[src/rtl/video_src_switch.sv]
// N-source video output selector: frame-aligned glitch-free switching with a muted
// settling window, optional per-source composite sync and colour bit-replication.
module video_src_switch #(
    parameter int unsigned NUM_SRC     = 2,
    parameter int unsigned SEL_W       = 1,
    parameter int unsigned IN_BITS     = 4,
    parameter int unsigned OUT_BITS    = 10,
    parameter int unsigned MUTE_FRAMES = 2,
    parameter int unsigned VS_TIMEOUT  = 1048576
) (
    input  logic                       clk,
    input  logic                       reset_n,
    input  logic [NUM_SRC*IN_BITS-1:0] src_r,
    input  logic [NUM_SRC*IN_BITS-1:0] src_g,
    input  logic [NUM_SRC*IN_BITS-1:0] src_b,
    input  logic [NUM_SRC-1:0]         src_hs_n,
    input  logic [NUM_SRC-1:0]         src_vs_n,
    input  logic [NUM_SRC-1:0]         csync_en,
    input  logic [SEL_W-1:0]           sel,
    output logic [OUT_BITS-1:0]        out_r,
    output logic [OUT_BITS-1:0]        out_g,
    output logic [OUT_BITS-1:0]        out_b,
    output logic                       out_hs,
    output logic                       out_vs,
    output logic                       out_blank_n,
    output logic [SEL_W-1:0]           active_sel,
    output logic                       switching
);

    localparam int unsigned TMR_W = (VS_TIMEOUT > 1) ? $clog2(VS_TIMEOUT) : 1;
    localparam int unsigned CNT_W = $clog2(MUTE_FRAMES + 1);
    localparam int unsigned PIX_W = 3 * OUT_BITS + 3;
    localparam logic [TMR_W-1:0] TMR_LAST = TMR_W'(VS_TIMEOUT - 1);
    localparam logic [CNT_W-1:0] CNT_LAST = CNT_W'(MUTE_FRAMES - 1);
    // Pixel word {r, g, b, hs, vs, blank_n}; idle value has syncs high and blank asserted.
    localparam logic [PIX_W-1:0] PIX_RST  = PIX_W'(3'b110);

    typedef enum logic [1:0] {ST_IDLE, ST_WAIT_VS, ST_MUTE} state_t;

    state_t             state_q, state_d;
    logic [SEL_W-1:0]   active_q, active_d;
    logic [SEL_W-1:0]   target_q, target_d;
    logic [TMR_W-1:0]   timer_q, timer_d;
    logic [CNT_W-1:0]   frame_q, frame_d;
    logic               switching_q, switching_d;
    logic               mute_q, mute_d;
    logic               init_q, init_d;
    logic [NUM_SRC-1:0] vs_prev_q, vs_prev_d;
    logic [PIX_W-1:0]   s1_q, s1_d;
    logic [PIX_W-1:0]   s2_q, s2_d;

    logic               sel_valid;
    logic [NUM_SRC-1:0] vs_fall;
    logic               fall_sel, fall_tgt, fall_act;
    logic [IN_BITS-1:0] pick_r, pick_g, pick_b;
    logic               pick_hs, pick_vs, pick_cs;
    logic               sync_hs, sync_vs;

    function automatic logic [OUT_BITS-1:0] expand(input logic [IN_BITS-1:0] c);
        logic [OUT_BITS-1:0] e;
        e = '0;
        for (int unsigned i = 0; i < OUT_BITS; i++) begin
            e[OUT_BITS-1-i] = c[IN_BITS-1-(i % IN_BITS)];
        end
        return e;
    endfunction

    // Source selection and vsync falling-edge lookup for sel / target / active
    always_comb begin
        sel_valid = 32'(sel) < NUM_SRC;
        vs_fall   = vs_prev_q & ~src_vs_n;
        vs_prev_d = src_vs_n;
        fall_sel  = 1'b0;
        fall_tgt  = 1'b0;
        fall_act  = 1'b0;
        pick_r    = '0;
        pick_g    = '0;
        pick_b    = '0;
        pick_hs   = 1'b1;
        pick_vs   = 1'b1;
        pick_cs   = 1'b0;
        for (int unsigned k = 0; k < NUM_SRC; k++) begin
            if (SEL_W'(k) == sel)      fall_sel = vs_fall[k];
            if (SEL_W'(k) == target_q) fall_tgt = vs_fall[k];
            if (SEL_W'(k) == active_q) begin
                fall_act = vs_fall[k];
                pick_r   = src_r[k*IN_BITS +: IN_BITS];
                pick_g   = src_g[k*IN_BITS +: IN_BITS];
                pick_b   = src_b[k*IN_BITS +: IN_BITS];
                pick_hs  = src_hs_n[k];
                pick_vs  = src_vs_n[k];
                pick_cs  = csync_en[k];
            end
        end
    end

    // Switch controller
    always_comb begin
        state_d     = state_q;
        active_d    = active_q;
        target_d    = target_q;
        timer_d     = timer_q;
        frame_d     = frame_q;
        switching_d = switching_q;
        mute_d      = mute_q;
        init_d      = init_q;
        case (state_q)
            ST_IDLE: begin
                if (init_q) begin
                    init_d      = 1'b0;
                    frame_d     = '0;
                    switching_d = 1'b1;
                    mute_d      = 1'b1;
                    state_d     = ST_MUTE;
                end else if (sel_valid && sel != active_q) begin
                    target_d    = sel;
                    timer_d     = '0;
                    switching_d = 1'b1;
                    state_d     = ST_WAIT_VS;
                end
            end
            ST_WAIT_VS: begin
                timer_d = timer_q + TMR_W'(1);
                if (sel_valid && sel == active_q) begin
                    // A cancel during an unfinished mute window resumes that window.
                    state_d     = mute_q ? ST_MUTE : ST_IDLE;
                    switching_d = mute_q;
                end else if (sel_valid && sel != target_q) begin
                    target_d = sel;
                    timer_d  = '0;
                    if (fall_sel) begin
                        active_d = sel;
                        frame_d  = '0;
                        mute_d   = 1'b1;
                        state_d  = ST_MUTE;
                    end
                end else if (fall_tgt || timer_q == TMR_LAST) begin
                    active_d = target_q;
                    frame_d  = '0;
                    mute_d   = 1'b1;
                    state_d  = ST_MUTE;
                end
            end
            ST_MUTE: begin
                if (sel_valid && sel != active_q) begin
                    target_d = sel;
                    timer_d  = '0;
                    state_d  = ST_WAIT_VS;
                end else if (fall_act) begin
                    if (frame_q == CNT_LAST) begin
                        switching_d = 1'b0;
                        mute_d      = 1'b0;
                        state_d     = ST_IDLE;
                    end else begin
                        frame_d = frame_q + CNT_W'(1);
                    end
                end
            end
            default: state_d = ST_IDLE;
        endcase
    end

    // Pipeline: stage 1 applies mute/blank and sync mode, stage 2 drives the pins
    always_comb begin
        sync_hs = pick_cs ? ~(pick_hs ^ pick_vs) : pick_hs;
        sync_vs = pick_cs ? 1'b1 : pick_vs;
        s1_d    = {mute_q ? '0 : expand(pick_r),
                   mute_q ? '0 : expand(pick_g),
                   mute_q ? '0 : expand(pick_b),
                   sync_hs, sync_vs, ~mute_q};
        s2_d    = s1_q;
    end

    always_ff @(posedge clk or negedge reset_n) begin
        if (!reset_n) begin
            state_q     <= ST_IDLE;
            active_q    <= '0;
            target_q    <= '0;
            timer_q     <= '0;
            frame_q     <= '0;
            switching_q <= 1'b0;
            mute_q      <= 1'b1;
            init_q      <= 1'b1;
            vs_prev_q   <= '1;
            s1_q        <= PIX_RST;
            s2_q        <= PIX_RST;
        end else begin
            state_q     <= state_d;
            active_q    <= active_d;
            target_q    <= target_d;
            timer_q     <= timer_d;
            frame_q     <= frame_d;
            switching_q <= switching_d;
            mute_q      <= mute_d;
            init_q      <= init_d;
            vs_prev_q   <= vs_prev_d;
            s1_q        <= s1_d;
            s2_q        <= s2_d;
        end
    end

    assign out_r       = s2_q[PIX_W-1 -: OUT_BITS];
    assign out_g       = s2_q[PIX_W-1-OUT_BITS -: OUT_BITS];
    assign out_b       = s2_q[3 +: OUT_BITS];
    assign out_hs      = s2_q[2];
    assign out_vs      = s2_q[1];
    assign out_blank_n = s2_q[0];
    assign active_sel  = active_q;
    assign switching   = switching_q;

endmodule
[config.mk]
export PLATFORM = sky130hd
export DESIGN_NAME = video_src_switch
export DESIGN_NICKNAME = d
export VERILOG_FILES = /design/src/rtl/video_src_switch.sv
export SDC_FILE = /design/constraint.sdc
export NUM_CORES = 1
export LEC_CHECK = 0
export BUFFER_PORTS_ARGS = -buffer_cell sky130_fd_sc_hd__buf_2
export CORE_UTILIZATION = 43
export CTS_CLUSTER_SIZE = 16
export DETAILED_ROUTE_END_ITERATION = 7
export HOLD_SLACK_MARGIN = 0.15
export MAX_ROUTING_LAYER = met4
export PLACE_DENSITY = 0.66
export SYNTH_ARGS = -nofsm -noshare
export SYNTH_HDL_FRONTEND = slang
export SYNTH_SLANG_ARGS = --single-unit
[constraint.sdc]
create_clock -name clk -period 5.81 [get_ports clk]
set_clock_uncertainty 0.15 [all_clocks]
set_input_delay 0.2905 -clock clk [delete_from_list [all_inputs] [get_ports clk]]
set_output_delay 0.2905 -clock clk [all_outputs]
set_load 0.03 [all_outputs]
======== Word level (Yosys, flattened, before mapping) ========
Cells that the tools add are included.
operators by class
  add/subtract/negate cells ............... 2
  eq/ne operators ......................... 24
  muxes and demuxes ....................... 60
  bitwise logic cells ..................... 6
  reductions and logical operators ........ 11
operators with widths
  kind                   number
  $mux 20                4
  $pmux 20 s3            1
  $mux 2                 18
  $mux 10                3
  $mux 1                 26
  $add 20x1->20 const B  1
  $eq 20x20->1 const B   1
  $ne 2x2->1 const B     10
  $reduce_and 8->1       2
  $ne 3x3->1 const B     5
  $mux 4                 3
  $pmux 2 s3             2
  $pmux 1 s3             3
  $ne 4x4->1 const B     2
  $reduce_and 4->1       2
  $reduce_and 6->1       1
  $reduce_and 5->1       1
  $eq 2x1->1 const B     2
  $not 1->1              3
  $reduce_bool 3->1      1
  $add 2x1->2 const B    1
  $and 2x2->2            1
  $eq 2x2->1 const B     1
  $logic_not 2->1        1
  7 further kinds        8
word-level totals
  register bits after elaboration ......... 97
  input port bits ......................... 33

======== Depth between registers and ports, before layout ========
Gate-level depths: netlist (run 1).
  depth after elaboration ................. 8
  mapped depth ............................ 7
  gate-level depth less buffers ........... 7

======== Worst setup path before layout (run 1) ========
No wires, ideal clock.
  path kind ............................... reg2reg
  from .................................... register active_q (netlist: active_sel)
  to ...................................... register timer_q[18]
  setup time .............................. 78 ps
  arrival ................................. 1842 ps
  data required time ...................... 5582 ps
  path slack .............................. 3740 ps
  cell stages (with the launch flop) ...... 6
  path through ............................ dfrtp_1 xnor2_2 o31ai_2 nand3_1 or4_1 a21oi_1
on the way
  word-level cells in the longest chain between the ends .. 4
  elaborated cells between the ends (all ways) .. 6
  classes of those cells .................. 2 x eq/ne; 4 x mux
ends and longest elaborated chain
  element                 RTL line  text
  from (decl)             41        logic [SEL_W-1:0] active_q, active_d;
  from (signal assigned)  189       active_q <= active_d;
  $ne 1x1->1              115, 145
  $mux 20 (2 in series)   -
  $pmux 20 s3 *           107       case (state_q)
  to (signal assigned)    191       timer_q <= timer_d;
  to (decl)               43        logic [TMR_W-1:0] timer_q, timer_d;
Mark *: on every way between the ends. The rest lies on a longest branch, timed or not. The select of a mux whose other input is x is not followed.
A chain may end at the register's enable or synchronous reset.

======== Worst setup path after layout (run 1) ========
Ends and elaborated chain as after synthesis.

==> results of run 1 <==
stage by stage:
stage | setup slack, ps | std cells | util
after floorplan | 3740 | 278 | -
after global placement | 3255 | 397 | 0.4943
after detailed placement | 3154 | 397 | 0.4943
after CTS | 3234 | 444 | 0.5714
after global routing | 3055 | 444 | 0.5714
final | 3252 | 444 | 0.5714
per-layer routing:
layer / vias up / global-route usage / part of all wire
met3: 8 / 0.03759 / 0.059
met1: 1068 / 0.2329 / 0.44
met2: 81 / 0.3227 / 0.49
li1: 1120 / - / -
met5: - / - / 0
met4: 0 / 0.09091 / 0.013
cell families after synthesis:
| family | count (synthesis) | share of synthesized area |
|---|---|---|
| and+or+nand+nor | 95 | 0.1644 |
| DFF | 61 | 0.5298 |
| AOI/OAI and AO/OA | 55 | 0.1242 |
| buffers and inverters | 35 | 0.06989 |
| muxes | 17 | 0.05867 |
| xor gates and xnor gates | 11 | 0.03581 |
| adders and majority gates | 4 | 0.01726 |
worst max path at each step:
| stage | startpoint | to | slack (ps) | depth (start not counted) |
|---|---|---|---|---|
| after floorplan | active_sel$_DFFE_PN0P_ | timer_q[18]$_DFFE_PN0P_ | 3740 | 5 |
| after global routing | state_q[1]$_DFFE_PN0P_ | timer_q[18]$_DFFE_PN0P_ | 3060 | 5 |
| after detailed placement | sel | timer_q[18]$_DFFE_PN0P_ | 3150 | 6 |
| final | active_sel$_DFFE_PN0P_ | timer_q[18]$_DFFE_PN0P_ | 3250 | 5 |
| after global placement | sel | timer_q[18]$_DFFE_PN0P_ | 3260 | 6 |
| after CTS | active_sel$_DFFE_PN0P_ | timer_q[18]$_DFFE_PN0P_ | 3230 | 5 |
power by group through the flow:
stage / logic, mW / clock network, mW / registers [mW]
finish: 0.388 / 0.342 / 0.537
global route: 0.427 / 0.374 / 0.546
CTS: 0.389 / 0.353 / 0.537
detailed placement: 0.365 / 0 / 0.545
global placement: 0.362 / 0 / 0.541
floorplan: 0.268 / 0 / 0.563
worst max-delay path: stages (launching register included):
cell and delay, ps:
dfrtp_1 410, xnor2_2 210, o31ai_2 720, nand3_1 270
or4_1 570, a21oi_1 150
final cells by class:
class	count	area, µm²	area share
multi-input combinational	182	1161	0.3164
sequential	61	1536	0.4187
tap	77	96.34	0.02625
timing repair buffer	100	660.6	0.1800
clock buffer	10	137.6	0.03750
clock inverter	6	47.55	0.01296
inverter	8	30.03	0.008183
Yosys cell counts (all sizes together) (3+ instances only):
master / count / area (µm²)
ha: 4 / 50.05
nand4: 6 / 37.54
o21ai: 22 / 110.1
nand2b: 5 / 31.28
nand2: 21 / 78.83
dfrtp: 53 / 1326
nor2: 29 / 108.9
a21oi: 7 / 35.03
inv: 8 / 30.03
dfstp: 8 / 210.2
nand3: 9 / 45.04
buf: 20 / 146.4
nor3: 4 / 25.02
xor2: 6 / 52.55
nor2b: 5 / 31.28
o31ai: 6 / 50.05
o21a: 3 / 22.52
mux2i: 17 / 170.2
xnor2: 5 / 51.30
clkbuf: 7 / 26.28
and3: 3 / 18.77
registers in the layout (all words and copies together), names as in the netlist:
name,cells
timer_q,20
s1_q,15
s2_q,15
frame_q,2
state_q,2
vs_prev_q,2
active_sel,1
init_q,1
mute_q,1
switching,1
target_q,1
repair_timing:
item                                   in CTS  in global routing
endpoints found under the hold margin      69                  0
hold buffers                               31                  0
resized for setup                           0                  0
==> results.json, run 1 <==
{
  "synth_edf_count": 0,
  "worstHoldStart": "sel",
  "critPathRequiredTime_ps": 5920,
  "yosysSeqAreaShare": 0.5298,
  "final_cell_mix": "buf_2 (67), dfrtp_1 (53), dlygate4sd3_1 (31)",
  "r2r_cells": 5,
  "cts_setup_buffers": 0,
  "max_slew_margin": 0.4320,
  "pin_count": 68,
  "cts-htree-levels": 3,
  "netlist_instances": 278,
  "sw_frac_of_total": 0.3670,
  "gp_congestion": 0.7892,
  "syn_to_final_growth_pct": 26.53,
  "crit_path_end_kind": "flip-flop",
  "avgSynthCellArea_um2": 10.43,
  "drc": 20,
  "r2r_end": "timer_q[18]$_DFFE_PN0P_",
  "rsz0062_at_grt": "no",
  "path_max_fanout": 12,
  "cts_buffer_depth": 2,
  "mappedNetlistNets": 315,
  "leakage_nw": 1.836,
  "power_frac_seq": 0.424,
  "die_area_um2": 7077,
  "die_w_um": 84.13,
  "place_area_um2": 3174,
  "grt_max_degree": 62,
  "yosysUniqueCellTypes": 49,
  "wl_um": 5987,
  "synthArstFlopShare": 1.000,
  "arrival_ps": 2670,
  "clock-sinks": 61,
  "grt_pass1_vias": 2345,
  "violations": "design-rule violations",
  "nets": 399,
  "reg2reg_from": "active_sel$_DFFE_PN0P_",
  "status": "finished with violations",
  "cts_made_buffers": 9,
  "finalCritPeriodShare": 0.4403,
  "ys_ff_latch": 61,
  "drt-pass1-iter-count": 6,
  "max_freq_mhz": 390.9,
  "hp-class": "input pin to flip-flop",
  "antenna_found_initial": 0,
  "synth_area_um2": 2900,
  "clk_latency_ps": 330,
  "track_usage": 0.1960,
  "clockPowerShare": 0.270,
  "whs_ps": 176.8,
  "p_comb_frac": 0.306,
  "final_area_um2": 3670,
  "die_h_um": 84.13,
  "core_um2": 6422,
  "cts.root.buffer_cell": "clkbuf_8",
  "setup_viol": 0,
  "worstMarginPinSlew_ps": 846.3,
  "p_int_mw": 0.8023,
  "num-fill-cells": 536,
  "r2r_slack_ps": 3250,
  "yosysWarningCount": 0,
  "drt_iter0_markers": 115,
  "slew_violations": 0,
  "synth_flop_cell": "dfrtp_1",
  "gr-total-overflow": 0,
  "finalPower_mw": 1.267,
  "clkTransAtPathRegs_ps": 70,
  "grt_pass1_wl_um": 10580,
  "vias_per_cell": 5.128,
  "path_class": "flip-flop to flip-flop",
  "vias": 2277,
  "cts_tree": "done",
  "start_kind": "flip-flop",
  "p_per_area_nw_per_um2": 345.3,
  "p_sw_mw": 0.4651,
  "io_buffers": 67,
  "fin_tns_setup_ps": 0,
  "post_route_cells_drive_above_1_share": 0.2725,
  "drv_cap": 0,
  "final_hold_viol_count": 0,
  "hold_depth": 3,
  "std_cell_rows": 29,
  "peakVddDrop_v": 0.0002230,
  "start_util": 0.4516,
  "drtAntennaViolNets": 0,
  "fin_crit_ps": 2558,
  "antenna_cells": 0,
  "post_drt_wl_per_cell_um": 13.48,
  "hold_end": "target_q$_DFFE_PN0P_",
  "dp_hpwl_um": 3747,
  "mostFrequentLayoutCell": "buf_2"
}
Power figures use the tool's default switching activity.
==> run 2: changes to the inputs <==
- clock period: 5.81 -> 2.5 ns (I/O delays scaled with it)
==> run 2 against run 1 <==
  * The flow still finishes with violations (design-rule violations)
  * Critical path depth grew 3
  * Largest cell class unchanged
  * Via count grew 3.6%
  * Cell area grew 2.7%
  * Global-route usage grew 0.43 points
  * Power grew 140%
  * Count of clock-buffer cells in the layout is the same
  * Core utilization grew 1.6 points
  * Register-to-register slack lost 3000 ps
==> results.json, run 2 (synthesis results as in run 1) <==
{
  "finalPower_mw": 3.091,
  "clkTransAtPathRegs_ps": 70,
  "mostFrequentLayoutCell": "buf_2",
  "status": "finished with violations",
  "cts_buffer_depth": 2,
  "vias": 2358,
  "place_area_um2": 3212,
  "pin_count": 68,
  "max_freq_mhz": 430.6,
  "gp_congestion": 0.8329,
  "fin_crit_ps": 2322,
  "cts_tree": "done",
  "antenna_cells": 0,
  "antenna_found_initial": 0,
  "setup_viol": 0,
  "drt_iter0_markers": 93,
  "core_um2": 6422,
  "max_slew_margin": 0.5019,
  "arrival_ps": 2440,
  "fin_tns_setup_ps": 0,
  "cts-htree-levels": 3,
  "grt_pass1_wl_um": 10830,
  "die_h_um": 84.13,
  "dp_cells": 402,
  "gr-total-overflow": 0,
  "violations": "design-rule violations",
  "r2r_cells": 5,
  "die_area_um2": 7077,
  "clock-sinks": 61,
  "start_util": 0.4516,
  "drc": 18,
  "final_area_um2": 3770,
  "leakage_nw": 1.891,
  "track_usage": 0.2004,
  "drtAntennaViolNets": 0,
  "crit_path_end_kind": "flip-flop",
  "drv_cap": 0,
  "register_area_um2": 1536,
  "wl_um": 6177,
  "rsz0062_at_grt": "no",
  "start_kind": "input pin",
  "drt-pass1-iter-count": 7,
  "dp_hpwl_um": 4049,
  "final_hold_viol_count": 0,
  "std_cell_rows": 29,
  "clk_latency_ps": 340,
  "worstMarginPinSlew_ps": 744.4,
  "hold_depth": 0,
  "final-instance-count-excl-fill": 453,
  "nets": 408,
  "die_w_um": 84.13,
  "grt_pass1_vias": 2381,
  "slew_violations": 0,
  "finalCritPeriodShare": 0.9289,
  "post_route_cells_drive_above_1_share": 0.2793,
  "grt_max_degree": 26,
  "largest_reg_flops": 20,
  "hp-class": "flip-flop to flip-flop",
  "cts_made_buffers": 9,
  "path_max_fanout": 12,
  "final_cell_mix": "buf_2 (67), dfrtp_1 (53), dlygate4sd3_1 (35)",
  "peakVddDrop_v": 0.0004286,
  "p_per_area_nw_per_um2": 820.0,
  "top_register": "timer_q",
  "vias_per_cell": 5.205,
  "post_drt_wl_per_cell_um": 13.64,
  "critPathRequiredTime_ps": 2620,
  "io_buffers": 67,
  "cts.root.buffer_cell": "clkbuf_8",
  "multi_input_area_um2": 1161,
  "num-fill-cells": 524,
  "syn_to_final_growth_pct": 29.98,
  "path_class": "input pin to flip-flop",
  "reg_top3": "timer_q x20, s1_q x15, s2_q x15"
}
run 2: power by group:
part           internal [mW]  total [mW]  switching, mW
sequential              1.13        1.24          0.113
clock                  0.496       0.910          0.414
combinational          0.365       0.937          0.572
run 2: stage by stage:
stage / util / setup WS (ps) / hold slack, ps
floorplan: - / 429.5 / -320.6
global placement: 0.5001 / 347.0 / -32.49
detailed placement: 0.5001 / 304.3 / -26.87
CTS: 0.5870 / 208.5 / 189.6
global route: 0.5870 / 63.38 / 205.6
finish: 0.5870 / 177.7 / 189.3
run 2: worst max-delay path, cell delays in order:
cell and delay (ps):
dlygate4sd3_1 530, buf_2 210, xnor2_2 180, buf_4 170
o31a_1 400, nor2_1 630, nand2_1 100, o21ai_1 100
run 2: cell type report:
type | instances | share of cell area
multi-input cells | 182 | 0.3080
clock buffers | 10 | 0.03651
inverters | 8 | 0.007965
repair buffers | 109 | 0.1958
clock inverters | 6 | 0.01859
flip-flops and latches | 61 | 0.4076
well taps | 77 | 0.02556
run 2: timing repair:
action	4_1_cts	5_1_grt
endpoints found under the hold margin	78	0
setup endpoints to repair	0	0
setup buffers	0	0
hold buffers	35	0
resized for setup	0	0
run 2: metal layers:
layer	GRT usage	part of all wire	wire [µm]
met1	0.2366	0.45	2786
met2	0.3256	0.48	2969
met3	0.04253	0.050	309
met4	0.09875	0.018	111
met5	-	0	0
run 2: worst paths after layout:
check	startpoint	end	slack (ps)
hold / removal	s1_q[20]$_DFF_PN0_	s2_q[20]$_DFF_PN0_	190
min in group asynchronous	reset_n	timer_q[17]$_DFFE_PN0P_	590
setup / recovery	sel	target_q$_DFFE_PN0P_	180
max in group asynchronous	reset_n	timer_q[11]$_DFFE_PN0P_	280
setup reg to reg	state_q[1]$_DFFE_PN0P_	timer_q[18]$_DFFE_PN0P_	270
hold reg to reg	s1_q[20]$_DFF_PN0_	s2_q[20]$_DFF_PN0_	190
